[src/rtl/div_iter.sv]
// Iterative signed divider (non-restoring on magnitudes, then sign fix-up).
// Latency: 34 enabled edges from start to the ready pulse (WIDTH+2); no early exit.
// Backpressure: none; enable low freezes all state, start restarts at any time.
// Optional remainder port and its FIX-stage logic: define DIV_REMAINDER_EN.
module div_iter #(
  parameter int WIDTH = 32,
  parameter int CNT_W = 6
) (
  input  logic             clock,
  input  logic             clear,
  input  logic             enable,
  input  logic             start,
  input  logic [WIDTH-1:0] data_operandA,
  input  logic [WIDTH-1:0] data_operandB,
  output logic [WIDTH-1:0] div_result,
  output logic             div_exception,
  output logic             div_resultrdy
`ifdef DIV_REMAINDER_EN
  ,
  output logic [WIDTH-1:0] div_remainder
`endif
);

  localparam logic [1:0] S_IDLE = 2'd0;
  localparam logic [1:0] S_RUN  = 2'd1;
  localparam logic [1:0] S_FIX  = 2'd2;
  localparam logic [1:0] S_DONE = 2'd3;

  localparam logic [WIDTH-1:0] MIN_NEG = {1'b1, {(WIDTH-1){1'b0}}};
  localparam logic [CNT_W-1:0] LAST    = CNT_W'(WIDTH - 1);

  logic [1:0]       state_q, state_d;
  logic [CNT_W-1:0] cnt_q, cnt_d;
  // Partial remainder carries one extra bit so it can go negative and still
  // hold magnitudes up to 2^(WIDTH-1).
  logic [WIDTH:0]   p_q, p_d;
  logic [WIDTH-1:0] q_q, q_d;
  logic [WIDTH:0]   b_q, b_d;
  logic             sgnq_q, sgnq_d;
  logic             sgnr_q, sgnr_d;
  logic             dz_q, dz_d;
  logic             ovf_q, ovf_d;
  logic [WIDTH-1:0] res_q, res_d;
  logic             exc_q, exc_d;
  logic             rdy_q, rdy_d;
`ifdef DIV_REMAINDER_EN
  logic [WIDTH-1:0] rem_q, rem_d;
  logic [WIDTH:0]   p_fix;
`endif

  logic [WIDTH:0]   shifted;
  logic [WIDTH:0]   p_step;

  // Next-state logic: one quotient bit per RUN cycle, sign fix in FIX,
  // output capture in DONE; start overrides the state from anywhere.
  always_comb begin
    state_d = state_q;
    cnt_d   = cnt_q;
    p_d     = p_q;
    q_d     = q_q;
    b_d     = b_q;
    sgnq_d  = sgnq_q;
    sgnr_d  = sgnr_q;
    dz_d    = dz_q;
    ovf_d   = ovf_q;
    res_d   = res_q;
    exc_d   = exc_q;
    rdy_d   = 1'b0;
    shifted = {p_q[WIDTH-1:0], q_q[WIDTH-1]};
    p_step  = shifted;
`ifdef DIV_REMAINDER_EN
    rem_d   = rem_q;
    p_fix   = p_q;
`endif

    case (state_q)
      S_RUN: begin
        // The sign before the shift decides subtract/add; the shift cannot
        // overflow because |P| < |B| <= 2^(WIDTH-1).
        if (!p_q[WIDTH]) p_step = shifted - b_q;
        else             p_step = shifted + b_q;
        p_d   = p_step;
        q_d   = {q_q[WIDTH-2:0], ~p_step[WIDTH]};
        cnt_d = cnt_q + CNT_W'(1);
        if (cnt_q == LAST) state_d = S_FIX;
      end
      S_FIX: begin
        if (dz_q)        q_d = '0;
        else if (ovf_q)  q_d = MIN_NEG;
        else if (sgnq_q) q_d = -q_q;
`ifdef DIV_REMAINDER_EN
        // With a zero divisor every step subtracts 0, so P ends as |A| and
        // the dividend-sign negation naturally returns A as the remainder.
        p_fix = p_q[WIDTH] ? (p_q + b_q) : p_q;
        if (ovf_q)       p_d = '0;
        else if (sgnr_q) p_d = -p_fix;
        else             p_d = p_fix;
`endif
        state_d = S_DONE;
      end
      S_DONE: begin
        res_d   = q_q;
        exc_d   = dz_q | ovf_q;
        rdy_d   = 1'b1;
`ifdef DIV_REMAINDER_EN
        rem_d   = p_q[WIDTH-1:0];
`endif
        state_d = S_IDLE;
      end
      default: ;
    endcase

    if (start) begin
      // Magnitude of the most negative value wraps to 2^(WIDTH-1), which is
      // exactly right when read as unsigned.
      q_d     = data_operandA[WIDTH-1] ? -data_operandA : data_operandA;
      b_d     = {1'b0, (data_operandB[WIDTH-1] ? -data_operandB : data_operandB)};
      p_d     = '0;
      sgnq_d  = data_operandA[WIDTH-1] ^ data_operandB[WIDTH-1];
      sgnr_d  = data_operandA[WIDTH-1];
      dz_d    = (data_operandB == '0);
      ovf_d   = (data_operandA == MIN_NEG) && (data_operandB == '1);
      cnt_d   = '0;
      state_d = S_RUN;
    end
  end

  // State registers; enable low freezes everything, including the ready pulse.
  always_ff @(posedge clock or posedge clear) begin
    if (clear) begin
      state_q <= S_IDLE;
      cnt_q   <= '0;
      p_q     <= '0;
      q_q     <= '0;
      b_q     <= '0;
      sgnq_q  <= 1'b0;
      sgnr_q  <= 1'b0;
      dz_q    <= 1'b0;
      ovf_q   <= 1'b0;
      res_q   <= '0;
      exc_q   <= 1'b0;
      rdy_q   <= 1'b0;
`ifdef DIV_REMAINDER_EN
      rem_q   <= '0;
`endif
    end else if (enable) begin
      state_q <= state_d;
      cnt_q   <= cnt_d;
      p_q     <= p_d;
      q_q     <= q_d;
      b_q     <= b_d;
      sgnq_q  <= sgnq_d;
      sgnr_q  <= sgnr_d;
      dz_q    <= dz_d;
      ovf_q   <= ovf_d;
      res_q   <= res_d;
      exc_q   <= exc_d;
      rdy_q   <= rdy_d;
`ifdef DIV_REMAINDER_EN
      rem_q   <= rem_d;
`endif
    end
  end

  assign div_result    = res_q;
  assign div_exception = exc_q;
  assign div_resultrdy = rdy_q;
`ifdef DIV_REMAINDER_EN
  assign div_remainder = rem_q;
`endif

endmodule

[config.mk]
export PLATFORM = sky130hd
export DESIGN_NAME = div_iter
export DESIGN_NICKNAME = d
export VERILOG_FILES = /design/src/rtl/div_iter.sv
export SDC_FILE = /design/constraint.sdc
export NUM_CORES = 1
export LEC_CHECK = 0
export ABC_CLOCK_PERIOD_IN_PS = 6130
export CAP_MARGIN = 20
export CORE_ASPECT_RATIO = 2
export CORE_MARGIN = 1.5
export CORE_UTILIZATION = 23
export CTS_CLUSTER_DIAMETER = 150
export DETAILED_ROUTE_END_ITERATION = 10
export GPL_TIMING_DRIVEN = 0
export PLACE_DENSITY = 0.42
export SYNTH_ARGS = -nofsm -noshare
export SYNTH_HDL_FRONTEND = slang
export SYNTH_SLANG_ARGS = --single-unit
[constraint.sdc]
create_clock -name clock -period 6.13 [get_ports clock]
set_input_delay 1.226 -clock clock [delete_from_list [all_inputs] [get_ports clock]]
set_output_delay 1.226 -clock clock [all_outputs]
set_load 0.02 [all_outputs]
==> results.md, run 1 <==
* Status: finished clean
* Hpwl dp at 29800 um
* FF-to-FF path depth at 16
* Setup violations, final at 0
* Crit path capture type: flop
* Met2 Use GR at 34.7%
* Clock transition at path regs at 0.06 ns
* Initial Util at 23.3%
* Commonest non-fill, non-tap cell in the layout: o21ai_0
* Clk_lat worst skew at 0.45 ns
* Netlist Area Pre-Place at 0.00993 mm2
* Worst R2R End: q_q[0]
* Seq/Total Area, Yosys at 35.8%
* Max-slew violations at 0
* Met3 Usage GRT at 2.46%
* Filler Cells Inserted at 4601
* Stages on worst setup path at 16
* Crit path to: q_q[0]
* CTS tree: yes
* VDD IR max at 163 uV
* Max Clk Rate at 178 MHz
* DRT antenna net count at 0
* Clock Sinks at 142
* Async SR Flop Fraction at 100%
* Syn nets at 1261
* Die height at 297 um
* Initial DRC count at 604
* Top-Level Pins at 102
* Place WS at 0.582 ns
* Setup Skew at 0.00727 ns
* Power Density at 435 mW/mm2
* CP Data Arrival Time at 5.94 ns
* Clk root buf: clkbuf_16
* Tot Pwr at 5.31 mW
* Max_slew headroom at 24.8%
* Max-cap check violation count at 0
* RSZ-0062 raised after global routing: no
* Met1 global-route usage at 18.0%
* Ys flop type: dfrtp_1
* Most frequent cells in the layout: 148 x o21ai_0, 142 x dfrtp_1, 128 x nand2_1
* Critical path origin: b_q[9]
* Share of layout cells above drive strength 1 at 6.78%
* Non-filler cells, final at 1828
* Yosys warns at 0
* EDFF count, synth at 0
* TritonCTS buffer count at 17
* CP cell instances: or4_4 > or4_4 > or3_4 > nor4b_1 > a21oi_1 > xor2_1 > ha_1 > clkbuf_1 > a21o_1 > a21o_1 > a21oi_1 > o21ai_0 > a21o_1 > a221oi_1 > xnor2_1 > o311ai_0
* Final worst-path cycle share at 91.7%
* IO buf count at 100
* CTS Buffer Depth at 2
* Total number of vias at 9291
* Avg Synthesized Cell Area at 8.62 um2
* Netlist cell types at 66
* Crit-path max FO at 10
* Setup Fix Bufs, Post-CTS at 0
* WP buf/inv at 1
* Final hold vios at 0
* Largest stage delay on the critical path at 0.88 ns
* Average wire per standard cell at 21.0 um
* Std-Cell Core Area at 0.0426 mm2
* Die width at 150 um
* Area delta synth->final at 22.8%
* All-layer global routing usage at 17.8%
* Cells after Synth at 1151
* Antenna diode count at 0
* CTS Hold Bufs at 0
* Vias/cell at 5.08
* #FFs+latches synth at 142
* Crit path required time at 6.45 ns
* Cell family contributing the most delay on the critical path: simple AND/OR/NAND/NOR gates
* CP dominant cell by count: a21o_1
* Final #Nets at 1381
* Total gr overflow at 0
* Post-route DRC at 0
* Site row count at 107
* Min Tclk post-route at 5.62 ns
* Worst min-delay path class: reg -> reg
* Final Core Density at 28.6%
* Critical path class: reg -> reg
* Initial antenna violation count at 1
* Post-route setup slack at 0.507 ns
* Setup crit start kind: flop
* Slowest CP cell: nor4b_1
* Die area at 0.0445 mm2
* Drt pass-1 iters at 7
* Vias in the first global route at 9632
* Post-CTS Resized at 0
* Largest net degree at the start of global routing at 115
* Post-Place Cells at 1797
* Least-Margin Pin Slew at 1.13 ns
* Gpl congestion at 0.849
* First-pass GRT wire length at 58900 um
* Hold WS at 0.479 ns
* Final WL at 38400 um
* Leak pwr at 4.82 nW
* GR peak layer: met2
* Flop2flop setup slack at 0.51 ns
* H-tree depth at 4
* Reg-to-Reg Start: b_q[9]
## cells in the mapped netlist, types with 4 or more instances
| library cell | instances | area share (%) |
|---|---|---|
| xor2_1 | 84 | 7.4 |
| o221ai_1 | 4 | 0.35 |
| o211ai_1 | 4 | 0.30 |
| clkbuf_1 | 51 | 1.9 |
| o21ai_0 | 148 | 7.5 |
| or4_1 | 11 | 0.83 |
| nor2_1 | 84 | 3.2 |
| nand3_1 | 17 | 0.86 |
| o22ai_1 | 9 | 0.57 |
| nand3b_1 | 4 | 0.30 |
| a222oi_1 | 11 | 1.1 |
| dfrtp_1 | 142 | 36 |
| o31ai_1 | 19 | 1.4 |
| o21a_1 | 8 | 0.61 |
| or3_1 | 12 | 0.76 |
| or2_2 | 7 | 0.44 |
| a211oi_1 | 8 | 0.61 |
| and3_1 | 4 | 0.25 |
| nand2b_1 | 15 | 0.95 |
| a21o_1 | 5 | 0.38 |
| inv_1 | 26 | 0.98 |
| ha_1 | 41 | 5.2 |
| mux2_2 | 32 | 3.6 |
| a221oi_1 | 6 | 0.53 |
| a21oi_1 | 69 | 3.5 |
| a22o_1 | 10 | 0.88 |
| nor2b_1 | 9 | 0.57 |
| buf_6 | 5 | 0.57 |
| nor4b_1 | 4 | 0.35 |
| mux2i_1 | 6 | 0.61 |
| nand2_1 | 128 | 4.8 |
| xnor2_1 | 41 | 3.6 |
| nor3_1 | 29 | 1.5 |
| a31oi_1 | 6 | 0.38 |
| nor4_1 | 15 | 0.95 |
| o41ai_1 | 13 | 1.1 |
| nand4_1 | 21 | 1.3 |
## area by class of cell
class,instances,area (um2),share of cell area (%)
clock buffer,18,429,3.52
multi-input combinational,924,6020,49.3
inverter,27,109,0.893
sequential,142,3550,29.1
clock inverter,13,119,0.975
buffer,58,255,2.09
timing repair buffer,101,1030,8.44
tap,545,682,5.59
## power breakdown
part | switching [mW] | total [mW] | internal, mW
Clock | 0.464 | 1.02 | 0.557
Sequential | 0.325 | 1.58 | 1.25
Combinational | 1.59 | 2.71 | 1.12
Total | 2.38 | 5.31 | 2.93
## sequential cells by signal, summed over array words and instances, names as in the netlist
register / count
b_q: 32
div_exception: 1
p_q: 33
q_q: 32
cnt_q: 6
ovf_q: 1
state_q: 2
sgnq_q: 1
div_resultrdy: 1
dz_q: 1
div_result: 32
## through the flow
stage / instance area, um2 / TNS (ns)
after floorplan: 9930 / 0
after global placement: 11600 / -236.20
after detailed placement: 11600 / 0
after CTS: 12200 / 0
after global routing: 12200 / 0
final: 12200 / 0
## worst min path at each step
stage                     depth (start not counted)     startpoint             to
after floorplan                                   2        b_q[23]        b_q[23]
after global placement                            2        p_q[16]        p_q[16]
after detailed placement                          2  div_result[0]  div_result[0]
after CTS                                         2  div_result[0]  div_result[0]
after global routing                              2  div_result[1]  div_result[1]
final                                             2  div_result[0]  div_result[0]
## cell families (layout without fill, tap and decap cells)
| kind of cell | count (synthesis) | in the layout | share of synthesized area [%] |
|---|---|---|---|
| compound gates | 342 | 342 | 21.2 |
| xor+xnor | 125 | 125 | 11.0 |
| fa+ha+maj | 42 | 42 | 5.37 |
| buf+inv | 85 | 217 | 3.59 |
| flops | 142 | 142 | 35.8 |
| mux | 38 | 38 | 4.24 |
| simple gates | 377 | 377 | 18.8 |
## worst reg2reg max path: cells and delay by family (launching register included)
family	cells	cell delay, ns
AND/OR/NAND/NOR	4	2.31
AO/OA/AOI/OAI	8	1.79
XOR/XNOR	2	0.48
flip-flops	1	0.45
adder cells (fa/ha/maj)	1	0.27
buffers and inverters	1	0.20
## metal layers
layer  vias to the layer above  wire [um]
met2                       215      21900
li1                       4442          -
met4                         2       1450
met3                        69       1180
met1                      4563      13900
met5                         -         13
Power figures use the tool's default switching activity.
==> inputs of run 2 (changes only) <==
CTS_CLUSTER_SIZE = 25   (was unset)
==> results of run 2 <==
Final layout, timing and power as in run 1 (identical DEF).
